## src/rtl/print_arb_pkg.sv

```systemverilog
// Shared types and constants for the two-requester print arbiter.
package print_arb_pkg;

    typedef enum logic [1:0] {S_IDLE, S_ADDR, S_DATA} state_t;

    localparam logic [1:0] HTRANS_IDLE   = 2'b00;
    localparam logic [1:0] HTRANS_NONSEQ = 2'b10;
    localparam logic [7:0] CHAR_LF       = 8'h0A;
    localparam logic [7:0] CHAR_EOT      = 8'h04;

    // A message ends once one of these bytes has been written to the sink.
    function automatic logic is_terminator(input logic [7:0] b);
        return (b == CHAR_LF) || (b == CHAR_EOT);
    endfunction

endpackage

```

## src/rtl/print_arbiter_if.sv

```systemverilog
// AHB-lite write-only master bus between the print arbiter and the sink.
interface print_arbiter_if;
    logic [31:0] HADDR;
    logic [1:0]  HTRANS;
    logic        HWRITE;
    logic [2:0]  HSIZE;
    logic [31:0] HWDATA;
    logic        HREADY;

    modport master (output HADDR, HTRANS, HWRITE, HSIZE, HWDATA, input HREADY);
    modport slave  (input HADDR, HTRANS, HWRITE, HSIZE, HWDATA, output HREADY);
endinterface

```

## src/rtl/print_fifo.sv

```systemverilog
// Synchronous FIFO with full/empty flags; read data is the current head.
module print_fifo #(
    parameter int WIDTH = 8,
    parameter int DEPTH = 4
) (
    input  logic             HCLK,
    input  logic             HRESET,
    input  logic             push,
    input  logic [WIDTH-1:0] wdata,
    input  logic             pop,
    output logic [WIDTH-1:0] rdata,
    output logic             full,
    output logic             empty
);
    localparam int AW = $clog2(DEPTH);

    logic [WIDTH-1:0] mem [DEPTH];
    logic [AW:0]      wptr, rptr;

    // Extra pointer bit distinguishes full from empty when the indices match.
    always_ff @(posedge HCLK or posedge HRESET) begin
        if (HRESET) begin
            wptr <= '0;
            rptr <= '0;
        end else begin
            if (push && !full) wptr <= wptr + (AW+1)'(1);
            if (pop && !empty) rptr <= rptr + (AW+1)'(1);
        end
    end

    always_ff @(posedge HCLK) begin
        if (push && !full) mem[wptr[AW-1:0]] <= wdata;
    end

    assign rdata = mem[rptr[AW-1:0]];
    assign empty = (wptr == rptr);
    assign full  = (wptr[AW] != rptr[AW]) && (wptr[AW-1:0] == rptr[AW-1:0]);
endmodule

```

## src/rtl/print_arbiter.sv

```systemverilog
// Two requesters share one print sink; the owner keeps the bus for a whole
// message (up to LF/EOT) or until it goes quiet for IDLE_TIMEOUT cycles.
module print_arbiter
    import print_arb_pkg::*;
#(
    parameter logic [31:0] BASE_ADDR    = 32'h4000_0000,
    parameter int          FIFO_DEPTH   = 4,
    parameter int          IDLE_TIMEOUT = 16
) (
    input  logic       HCLK,
    input  logic       HRESET,
    input  logic       req0_valid,
    input  logic [7:0] req0_data,
    output logic       req0_ready,
    input  logic       req1_valid,
    input  logic [7:0] req1_data,
    output logic       req1_ready,
    print_arbiter_if.master bus,
    output logic [1:0] grant,
    output logic       busy
);
    logic [1:0]      valid, ready, push, pop, full, empty;
    logic [1:0][7:0] wdata, rdata;
    logic            live, rr_ptr, own, has_owner, owner_empty, owner_push;
    logic            addr_done, data_done, idle_tick, timeout, rel, do_grant;
    logic [1:0]      win;
    logic [7:0]      data_q, idle_cnt;
    state_t          state, state_nx;

    assign valid      = {req1_valid, req0_valid};
    assign wdata      = {req1_data, req0_data};
    // live holds ready low until the first edge after reset is released.
    assign ready      = {2{live}} & ~full;
    assign push       = valid & ready;
    assign req0_ready = ready[0];
    assign req1_ready = ready[1];

    for (genvar i = 0; i < 2; i++) begin : g_req
        print_fifo #(.WIDTH(8), .DEPTH(FIFO_DEPTH)) u_fifo (
            .HCLK(HCLK), .HRESET(HRESET),
            .push(push[i]), .wdata(wdata[i]),
            .pop(pop[i]), .rdata(rdata[i]),
            .full(full[i]), .empty(empty[i])
        );
    end

    assign own         = grant[1];
    assign has_owner   = |grant;
    assign owner_empty = empty[own];
    assign owner_push  = |(push & grant);
    assign addr_done   = (state == S_ADDR) && bus.HREADY;
    assign data_done   = (state == S_DATA) && bus.HREADY;
    assign pop         = {2{addr_done}} & grant;

    assign idle_tick = (state == S_IDLE) && has_owner && owner_empty;
    assign timeout   = idle_tick && !owner_push && (idle_cnt == 8'(IDLE_TIMEOUT - 1));
    assign rel       = (data_done && is_terminator(data_q)) || timeout;
    assign do_grant  = (state == S_IDLE) && !has_owner && (win != 2'b00);

    always_comb begin
        win = 2'b00;
        if (!empty[0] && !empty[1]) win = rr_ptr ? 2'b10 : 2'b01;
        else if (!empty[0])         win = 2'b01;
        else if (!empty[1])         win = 2'b10;
    end

    always_comb begin
        state_nx = state;
        case (state)
            S_IDLE:  if (has_owner && !owner_empty) state_nx = S_ADDR;
            S_ADDR:  if (bus.HREADY) state_nx = S_DATA;
            S_DATA:  if (bus.HREADY) state_nx = S_IDLE;
            default: state_nx = S_IDLE;
        endcase
    end

    always_comb begin
        bus.HTRANS = HTRANS_IDLE;
        bus.HADDR  = '0;
        bus.HWRITE = 1'b0;
        if (state == S_ADDR) begin
            bus.HTRANS = HTRANS_NONSEQ;
            bus.HADDR  = BASE_ADDR;
            bus.HWRITE = 1'b1;
        end
    end

    assign bus.HSIZE  = 3'b000;
    assign bus.HWDATA = {24'h0, data_q};
    assign busy       = (state != S_IDLE);

    always_ff @(posedge HCLK or posedge HRESET) begin
        if (HRESET) begin
            state    <= S_IDLE;
            grant    <= 2'b00;
            rr_ptr   <= 1'b0;
            idle_cnt <= '0;
            data_q   <= '0;
            live     <= 1'b0;
        end else begin
            state <= state_nx;
            live  <= 1'b1;
            if (addr_done) data_q <= rdata[own];
            // Release and grant are exclusive: a new owner is picked next idle cycle.
            if (rel) begin
                grant  <= 2'b00;
                rr_ptr <= ~own;
            end else if (do_grant) begin
                grant <= win;
            end
            if (rel || do_grant || owner_push) idle_cnt <= '0;
            else if (idle_tick)                idle_cnt <= idle_cnt + 8'd1;
        end
    end
endmodule

```

## src/flat_wrapper.sv

```systemverilog
// flat-port wrapper written by rule: the top's interface ports become plain ports
module print_arbiter_flat import print_arb_pkg::*;
#(
    parameter logic [31:0] BASE_ADDR    = 32'h4000_0000,
    parameter int          FIFO_DEPTH   = 4,
    parameter int          IDLE_TIMEOUT = 16
)
  (HCLK, HRESET, req0_valid, req0_data, req0_ready, req1_valid, req1_data, req1_ready, grant, busy, bus_HADDR, bus_HTRANS, bus_HWRITE, bus_HSIZE, bus_HWDATA, bus_HREADY);
  print_arbiter_if bus_i ();
  input  logic HCLK;
  input  logic HRESET;
  input  logic req0_valid;
  input  logic [7:0] req0_data;
  output logic req0_ready;
  input  logic req1_valid;
  input  logic [7:0] req1_data;
  output logic req1_ready;
  output logic [1:0] grant;
  output logic busy;
  output wire logic [$bits(bus_i.HADDR)-1:0] bus_HADDR;
  output wire logic [$bits(bus_i.HTRANS)-1:0] bus_HTRANS;
  output wire logic [$bits(bus_i.HWRITE)-1:0] bus_HWRITE;
  output wire logic [$bits(bus_i.HSIZE)-1:0] bus_HSIZE;
  output wire logic [$bits(bus_i.HWDATA)-1:0] bus_HWDATA;
  input wire logic [$bits(bus_i.HREADY)-1:0] bus_HREADY;
  assign bus_HADDR = bus_i.HADDR;
  assign bus_HTRANS = bus_i.HTRANS;
  assign bus_HWRITE = bus_i.HWRITE;
  assign bus_HSIZE = bus_i.HSIZE;
  assign bus_HWDATA = bus_i.HWDATA;
  assign bus_i.HREADY = bus_HREADY;
  print_arbiter #(.BASE_ADDR(BASE_ADDR), .FIFO_DEPTH(FIFO_DEPTH), .IDLE_TIMEOUT(IDLE_TIMEOUT)) u_core (.HCLK(HCLK), .HRESET(HRESET), .req0_valid(req0_valid), .req0_data(req0_data), .req0_ready(req0_ready), .req1_valid(req1_valid), .req1_data(req1_data), .req1_ready(req1_ready), .bus(bus_i), .grant(grant), .busy(busy));
endmodule
```

## config.mk

```make
export PLATFORM = sky130hd
export DESIGN_NAME = print_arbiter_flat
export DESIGN_NICKNAME = d
export VERILOG_FILES = /design/src/rtl/print_arb_pkg.sv /design/src/rtl/print_arbiter_if.sv /design/src/rtl/print_fifo.sv /design/src/rtl/print_arbiter.sv /design/src/flat_wrapper.sv
export SDC_FILE = /design/constraint.sdc
export NUM_CORES = 1
export LEC_CHECK = 0
export BUFFER_PORTS_ARGS = -buffer_cell sky130_fd_sc_hd__buf_2
export CORE_AREA = 8 8 103 105
export DETAILED_ROUTE_END_ITERATION = 10
export DIE_AREA = 0 0 111 113
export PLACE_DENSITY = 0.75
export SYNTH_ARGS = -nofsm -noshare
export SYNTH_HDL_FRONTEND = slang
export SYNTH_SLANG_ARGS = --single-unit
```

## constraint.sdc

```tcl
create_clock -name HCLK -period 2.9 [get_ports HCLK]
set_clock_uncertainty 0.15 [all_clocks]
set_input_delay 0.435 -clock HCLK [delete_from_list [all_inputs] [get_ports HCLK]]
set_output_delay 0.435 -clock HCLK [all_outputs]
set_load 0.03 [all_outputs]
```

==> results of run 1 <==
logic make-up (layout without fill, tap and decap cells):
group                    Yosys count  count (layout)  synth area share [%]
buffers and inverters             80              64                 11.83
flip-flops                        98              98                 58.13
XOR/XNOR                          18              18                 3.935
multiplexers                      22              22                 9.418
AND/OR/NAND/NOR                   84              84                 8.945
adder cells (fa/ha/maj)           11              11                 2.886
AO/OA/AOI/OAI                     28              28                 4.696
other                              2              60                0.1575
worst paths after layout:
check	end	startpoint	slack, ns
max in group asynchronous	u_core.g_req[1].u_fifo.rptr[1]	HRESET	2.27
min reg2reg	u_core.g_req[0].u_fifo.wptr[2]	u_core.g_req[0].u_fifo.wptr[2]	0.35
max	u_core.rr_ptr	u_core.g_req[0].u_fifo.rptr[1]	0.52
max reg2reg	u_core.rr_ptr	u_core.g_req[0].u_fifo.rptr[1]	0.52
min in group HCLK	u_core.g_req[0].u_fifo.mem[3][5]	req0_data[5]	0.13
min	u_core.idle_cnt[2]	HRESET	0.008
sequential cells by signal, indices dropped and copies added, names as in the netlist:
signal,cells
u_core.state,2
u_core.idle_cnt,8
u_core.data_q,8
u_core.live,1
u_core.g_req.u_fifo.mem,64
u_core.rr_ptr,1
u_core.g_req.u_fifo.rptr,6
u_core.grant,2
u_core.g_req.u_fifo.wptr,6
cells in the mapped netlist, types with 2 or more instances:
library cell,n,share of area [%]
xor2_1,10,1.8
xnor2_2,4,1.4
a22o_1,2,0.37
and3_1,13,1.7
buf_6,3,0.71
nand2b_1,2,0.26
nor2_1,19,1.5
dfrtp_1,34,18
nand3b_1,3,0.47
inv_1,7,0.55
ha_1,11,2.9
o31ai_1,2,0.31
nor3_1,3,0.31
o2111ai_1,2,0.37
nand4_1,2,0.26
edfxtp_1,64,40
nand2_1,25,2.0
nand3_1,5,0.52
mux4_1,6,3.3
mux4_2,10,4.7
a31oi_1,10,1.3
mux2_2,4,0.94
or4_1,2,0.31
nor4_1,2,0.26
a21oi_1,2,0.21
o21ai_0,2,0.21
o211ai_1,2,0.31
clkbuf_1,5,0.39
buf_4,64,10
and2_1,3,0.39
conb_1,2,0.16
xnor2_1,4,0.73
critical path, delay by kind of cell (launching register included):
family          cells  cell delay, ns
flops               1            0.68
xor+xnor            1            0.18
mux                 1            0.36
simple gates        2            0.49
compound gates      1            0.40
cell type report:
cell class	count	area (um2)
Fill cell	722	3988
Sequential cell	98	2773
Multi-Input combinational cell	223	1650
Timing Repair Buffer	41	217.7
Tap cell	111	138.9
Clock buffer	10	127.6
Clock inverter	6	56.30
Inverter	7	26.28
cell usage in the layout, fill, tap and decap left out, types with 3 or more instances in the layout:
master	count
dfrtp_1	34
and3_1	13
edfxtp_1	64
nor3_1	3
conb_1	60
inv_1	7
a31oi_1	10
xnor2_1	4
buf_4	5
ha_1	11
nor2_1	19
clkbuf_8	9
mux4_1	6
and2_1	3
xor2_1	10
mux4_2	10
nand2_1	25
nand3b_1	3
buf_2	36
nand3_1	5
xnor2_2	4
mux2_2	4
metal layers:
layer	track usage [%]	wire length, um
met1	15.73	3361
met2	22.50	4148
met3	5.661	655
met4	4.595	61
met5	0	0
metrics by stage:
| step | cell area, um2 | cells | util, % | hold slack, ns |
|---|---|---|---|---|
| finish | 4990 | 496 | 55.58 | 0.008257 |
| global route | 4990 | 496 | 55.58 | 0.05420 |
| CTS | 4990 | 496 | 55.58 | 0.003136 |
| detailed placement | 4806 | 480 | 53.53 | 0.3345 |
| global placement | 4806 | 480 | 53.53 | 0.3253 |
| floorplan | 4987 | 401 | - | 0.3104 |
power groups by stage:
stage	clock network (mW)	logic [mW]	registers, mW
floorplan	0	1.47	2.12
global placement	0	1.80	2.08
detailed placement	0	1.86	2.10
CTS	0.854	1.86	2.07
global route	0.908	2.01	2.11
finish	0.824	1.84	2.06
==> impl_metrics.csv, run 1 <==
group,metric,value,unit
power_and_ir_drop,powerDensity,946.7,mW/mm2
global_route,grt_max_degree,35,
setup_path,cp_max_fo,11,
sta,hold_viol_final,0,
global_route,grt.total_usage,13.64,%
power_and_ir_drop,clkPwrFrac,17.4,%
detailed_routing,first_pass_iters,4,
power_and_ir_drop,p_int,2.843,mW
detailed_routing,drtIter0Drc,218,
setup_path,cp.required,3.00,ns
clock_tree,cts-htree-levels,3,
clock_tree,cts_tree,"built",
setup_path,setup.worst_path.start_class,"register",
finish,nNetsFinal,412,
place,hpwl,6.112,mm
clock_tree,clock_latency,0.36,ns
sta,final.setup.tns,0,ns
sta,slew_headroom,65.53,%
clock_tree,post_cts_buffers,0,
sta,min_period_over_period,82.00,%
global_route,grt_pass1_wl,13.56,mm
clock_tree,clockBufferDepth,2,
logic_synthesis,synthFlopType,"edfxtp_1",
clock_tree,ctsHoldBuffers,0,
logic_synthesis,synth-async-reset-ratio,34.69,%
logic_synthesis,seq_area_frac_synth,58.13,%
power_and_ir_drop,power_switching,1.880,mW
setup_path,worstPathCellList,"xnor2_2 > and4b_1 > nor2_1 > o41ai_4 > mux2_1",
power_and_ir_drop,fin_total_pwr,4.724,mW
logic_synthesis,yosysWarnings,0,
clock_tree,numCtsBuffers,9,
floorplan,initial_core_util,53.13,%
clock_tree,cts_root_buf,"clkbuf_8",
hold_path,min_path_type,"in2async",
sta,max_freq,420.5,MHz
sta,worstMarginPinSlew,0.5170,ns
finish,syn2layout_area_growth,4.617,%
floorplan,row_count,35,
floorplan,die_area,0.01254,mm2
floorplan,die_width,111,um
detailed_routing,drtAntennaViolNets,0,
sta,maxSlewViolCount,0,
detailed_routing,vias,2549,
sta,rsz0062_at_grt,"false",
logic_synthesis,synth_cells,343,
global_route,grt_pass1_vias,2665,
setup_path,r2r_cells,5,
logic_synthesis,avgSynthCellArea,13.91,um2
job,maxCapViolations,0,
detailed_routing,drcViolationCount,0,
sta,timing.final.ws_setup,0.5219,ns
detailed_routing,totalWireLength,8.226,mm
clock_tree,post_cts_resized,0,
logic_synthesis,syn_area,0.004770,mm2
place,port_buffers,36,
place,pre_cts_slack,0.5172,ns
finish,drive_above_1_share,20.52,%
setup_path,cp.arrival,2.47,ns
setup_path,crit_path_end_kind,"register",
clock_tree,path_clk_slew,0.10,ns
logic_synthesis,synth_cell_types,46,
detailed_routing,routedWlPerCell,16.58,um
setup_path,worstSetupPathType,"reg2reg",
floorplan,io_pins,96,
floorplan,core_area,0.008977,mm2
setup_path,crit_slowest_cell,"dfrtp_1",
detailed_routing,vias_per_cell,5.139,
logic_synthesis,synth_edf_count,64,
floorplan,dieHeight,113,um
global_route,antenna_found_initial,0,
place,gp_congestion,0.8044,
global_route,gr-total-overflow,0,
power_and_ir_drop,sequentialPowerShare,43.7,%
clock_tree,cts_sinks,98,
finish,num_antenna_cells,0,
sta,min_period,2.378,ns
setup_path,critPathMaxStageDelay,0.68,ns
logic_synthesis,synth-seq-cells,98,
power_and_ir_drop,cellLeakagePower,2.103,nW
outcome,status,"complete, no violations",
power_and_ir_drop,power.share.switching,39.81,%
power_and_ir_drop,p_comb_share,38.9,%
sta,setup_viol,0,
power_and_ir_drop,vdd_drop_max,507.7,uV
Note: power is estimated with default switching activity, not from simulation.
==> run 2: changes to the inputs <==
clock period = 2.3 ns   (was 2.9 ns; I/O delays follow)
==> run 2 against run 1 <==
Net effect:
- sequential power up 23%
- global-route usage up 0.31 points
- critical path type is now reg2out
- clock power up 29%
==> impl_metrics.csv, run 2 (same netlist as run 1, synthesis figures left out) <==
group,metric,value,unit
floorplan,die_area,0.01254,mm2
clock_tree,numCtsBuffers,9,
global_route,grt_pass1_vias,2775,
detailed_routing,routedWlPerCell,16.62,um
finish,fin_area,0.005084,mm2
setup_path,cp.required,1.80,ns
setup_path,crit_path_end_kind,"output pin",
finish,nNetsFinal,423,
clock_tree,cts_tree,"built",
floorplan,io_pins,96,
clock_tree,cts-htree-levels,3,
detailed_routing,drcViolationCount,0,
detailed_routing,totalWireLength,8.424,mm
global_route,grt.total_usage,13.95,%
sta,setup_viol,0,
hold_path,min_path_type,"in2reg",
sta,min_period_over_period,92.12,%
finish,final_cell_mix,"edfxtp_1 (64), conb_1 (60), buf_2 (36)",
clock_tree,cts_sinks,98,
sta,max_freq,472.0,MHz
sta,hold_viol_final,0,
global_route,met3_usage,5.397,%
global_route,met2_usage,24.01,%
clock_tree,clock_latency,0.36,ns
setup_path,cp.arrival,1.62,ns
detailed_routing,drtAntennaViolNets,0,
outcome,status,"complete, no violations",
clock_tree,clockBufferDepth,2,
finish,layout_commonest_cell,"edfxtp_1",
floorplan,initial_core_util,53.13,%
floorplan,row_count,35,
finish,drive_above_1_share,22.73,%
place,port_buffers,36,
floorplan,die_width,111,um
detailed_routing,first_pass_iters,4,
clock_tree,path_clk_slew,0.10,ns
clock_tree,post_cts_resized,0,
global_route,gr-total-overflow,0,
setup_path,cp_max_fo,6,
setup_path,worstSetupPathType,"reg2out",
place,dpl-instance-area,0.004881,mm2
power_and_ir_drop,cellLeakagePower,2.166,nW
clock_tree,cts_root_buf,"clkbuf_8",
finish,syn2layout_area_growth,6.585,%
finish,num_antenna_cells,0,
global_route,grt_max_degree,35,
detailed_routing,vias,2631,
sta,maxSlewViolCount,0,
power_and_ir_drop,powerDensity,1195,mW/mm2
job,maxCapViolations,0,
global_route,grt_pass1_wl,14.15,mm
floorplan,dieHeight,113,um
place,hpwl,6.292,mm
global_route,grt_busiest_layer,"met2",
finish,nFillCells,692,
sta,rsz0062_at_grt,"false",
sta,whs,0.04409,ns
power_and_ir_drop,vdd_drop_max,573.8,uV
sta,final.setup.tns,0,ns
place,gp_congestion,0.7979,
global_route,antenna_found_initial,0,
sta,min_period,2.119,ns
global_route,met1_usage,16.02,%
floorplan,core_area,0.008977,mm2
detailed_routing,drtIter0Drc,126,
finish,largest_register_ffs,64,
detailed_routing,vias_per_cell,5.189,
setup_path,setup.worst_path.start_class,"register",
run 2: worst max-delay path, stage by stage, from the launching register on:
cell and delay (ns):
dfrtp_1 0.46, xnor2_2 0.18, nand3_1 0.13, and2_1 0.25, buf_2 0.24
run 2: layout make-up:
type	instances	area (um2)	area share [%]
sequential	98	2773	54.54
multi-input combinational	223	1650	32.46
timing repair buffer	52	302.8	5.956
tap	111	138.9	2.732
clock buffer	10	137.6	2.707
clock inverter	6	55.05	1.083
inverter	7	26.28	0.5169
run 2: final timing paths:
| path | slack, ns | from | endpoint | cells after the start |
|---|---|---|---|---|
| min | 0.04 | req0_data[6] | u_core.g_req[0].u_fifo.mem[1][6] | 1 |
| max in group asynchronous | 1.23 | HRESET | u_core.state[0] | 4 |
| max reg2reg | 0.20 | u_core.g_req[0].u_fifo.wptr[1] | u_core.rr_ptr | 5 |
| max | 0.18 | u_core.g_req[0].u_fifo.wptr[1] | req0_ready | 4 |
| min reg2reg | 0.34 | u_core.g_req[0].u_fifo.wptr[2] | u_core.g_req[0].u_fifo.wptr[2] | 1 |
| min in group asynchronous | 0.46 | HRESET | u_core.grant[0] | 4 |
run 2: stage by stage:
stage / worst slack, ns / std cells / total power [mW] / utilization, %
final: 0.1812 / 507 / 6.075 / 56.63
after global routing: 0.09093 / 507 / 6.474 / 56.63
after detailed placement: 0.2030 / 490 / 5.085 / 54.37
after CTS: 0.1756 / 507 / 6.149 / 56.63
after global placement: 0.2266 / 490 / 5.001 / 54.37
after floorplan: 0.03647 / 401 / 4.532 / -
run 2: what timing repair did:
item / 4_1_cts / 5_1_grt
endpoints found under the hold margin: 34 / 0
buffers inserted: 0 / 0
hold buffers: 1 / 0
run 2: where the power goes:
part | switching, mW | leakage [nW] | internal (mW)
combinational | 1.49 | 1.07 | 0.983
sequential | 0.288 | 0.995 | 2.26
clock | 0.616 | 0.0998 | 0.446
total | 2.39 | 2.17 | 3.68
run 2: per-layer routing:
layer	part of all wire (%)	vias up	routed length [um]
met3	7.3	7	613
met2	51	87	4265
met4	0.83	0	70
met1	41	1317	3475
met5	0	-	0
li1	-	1220	-
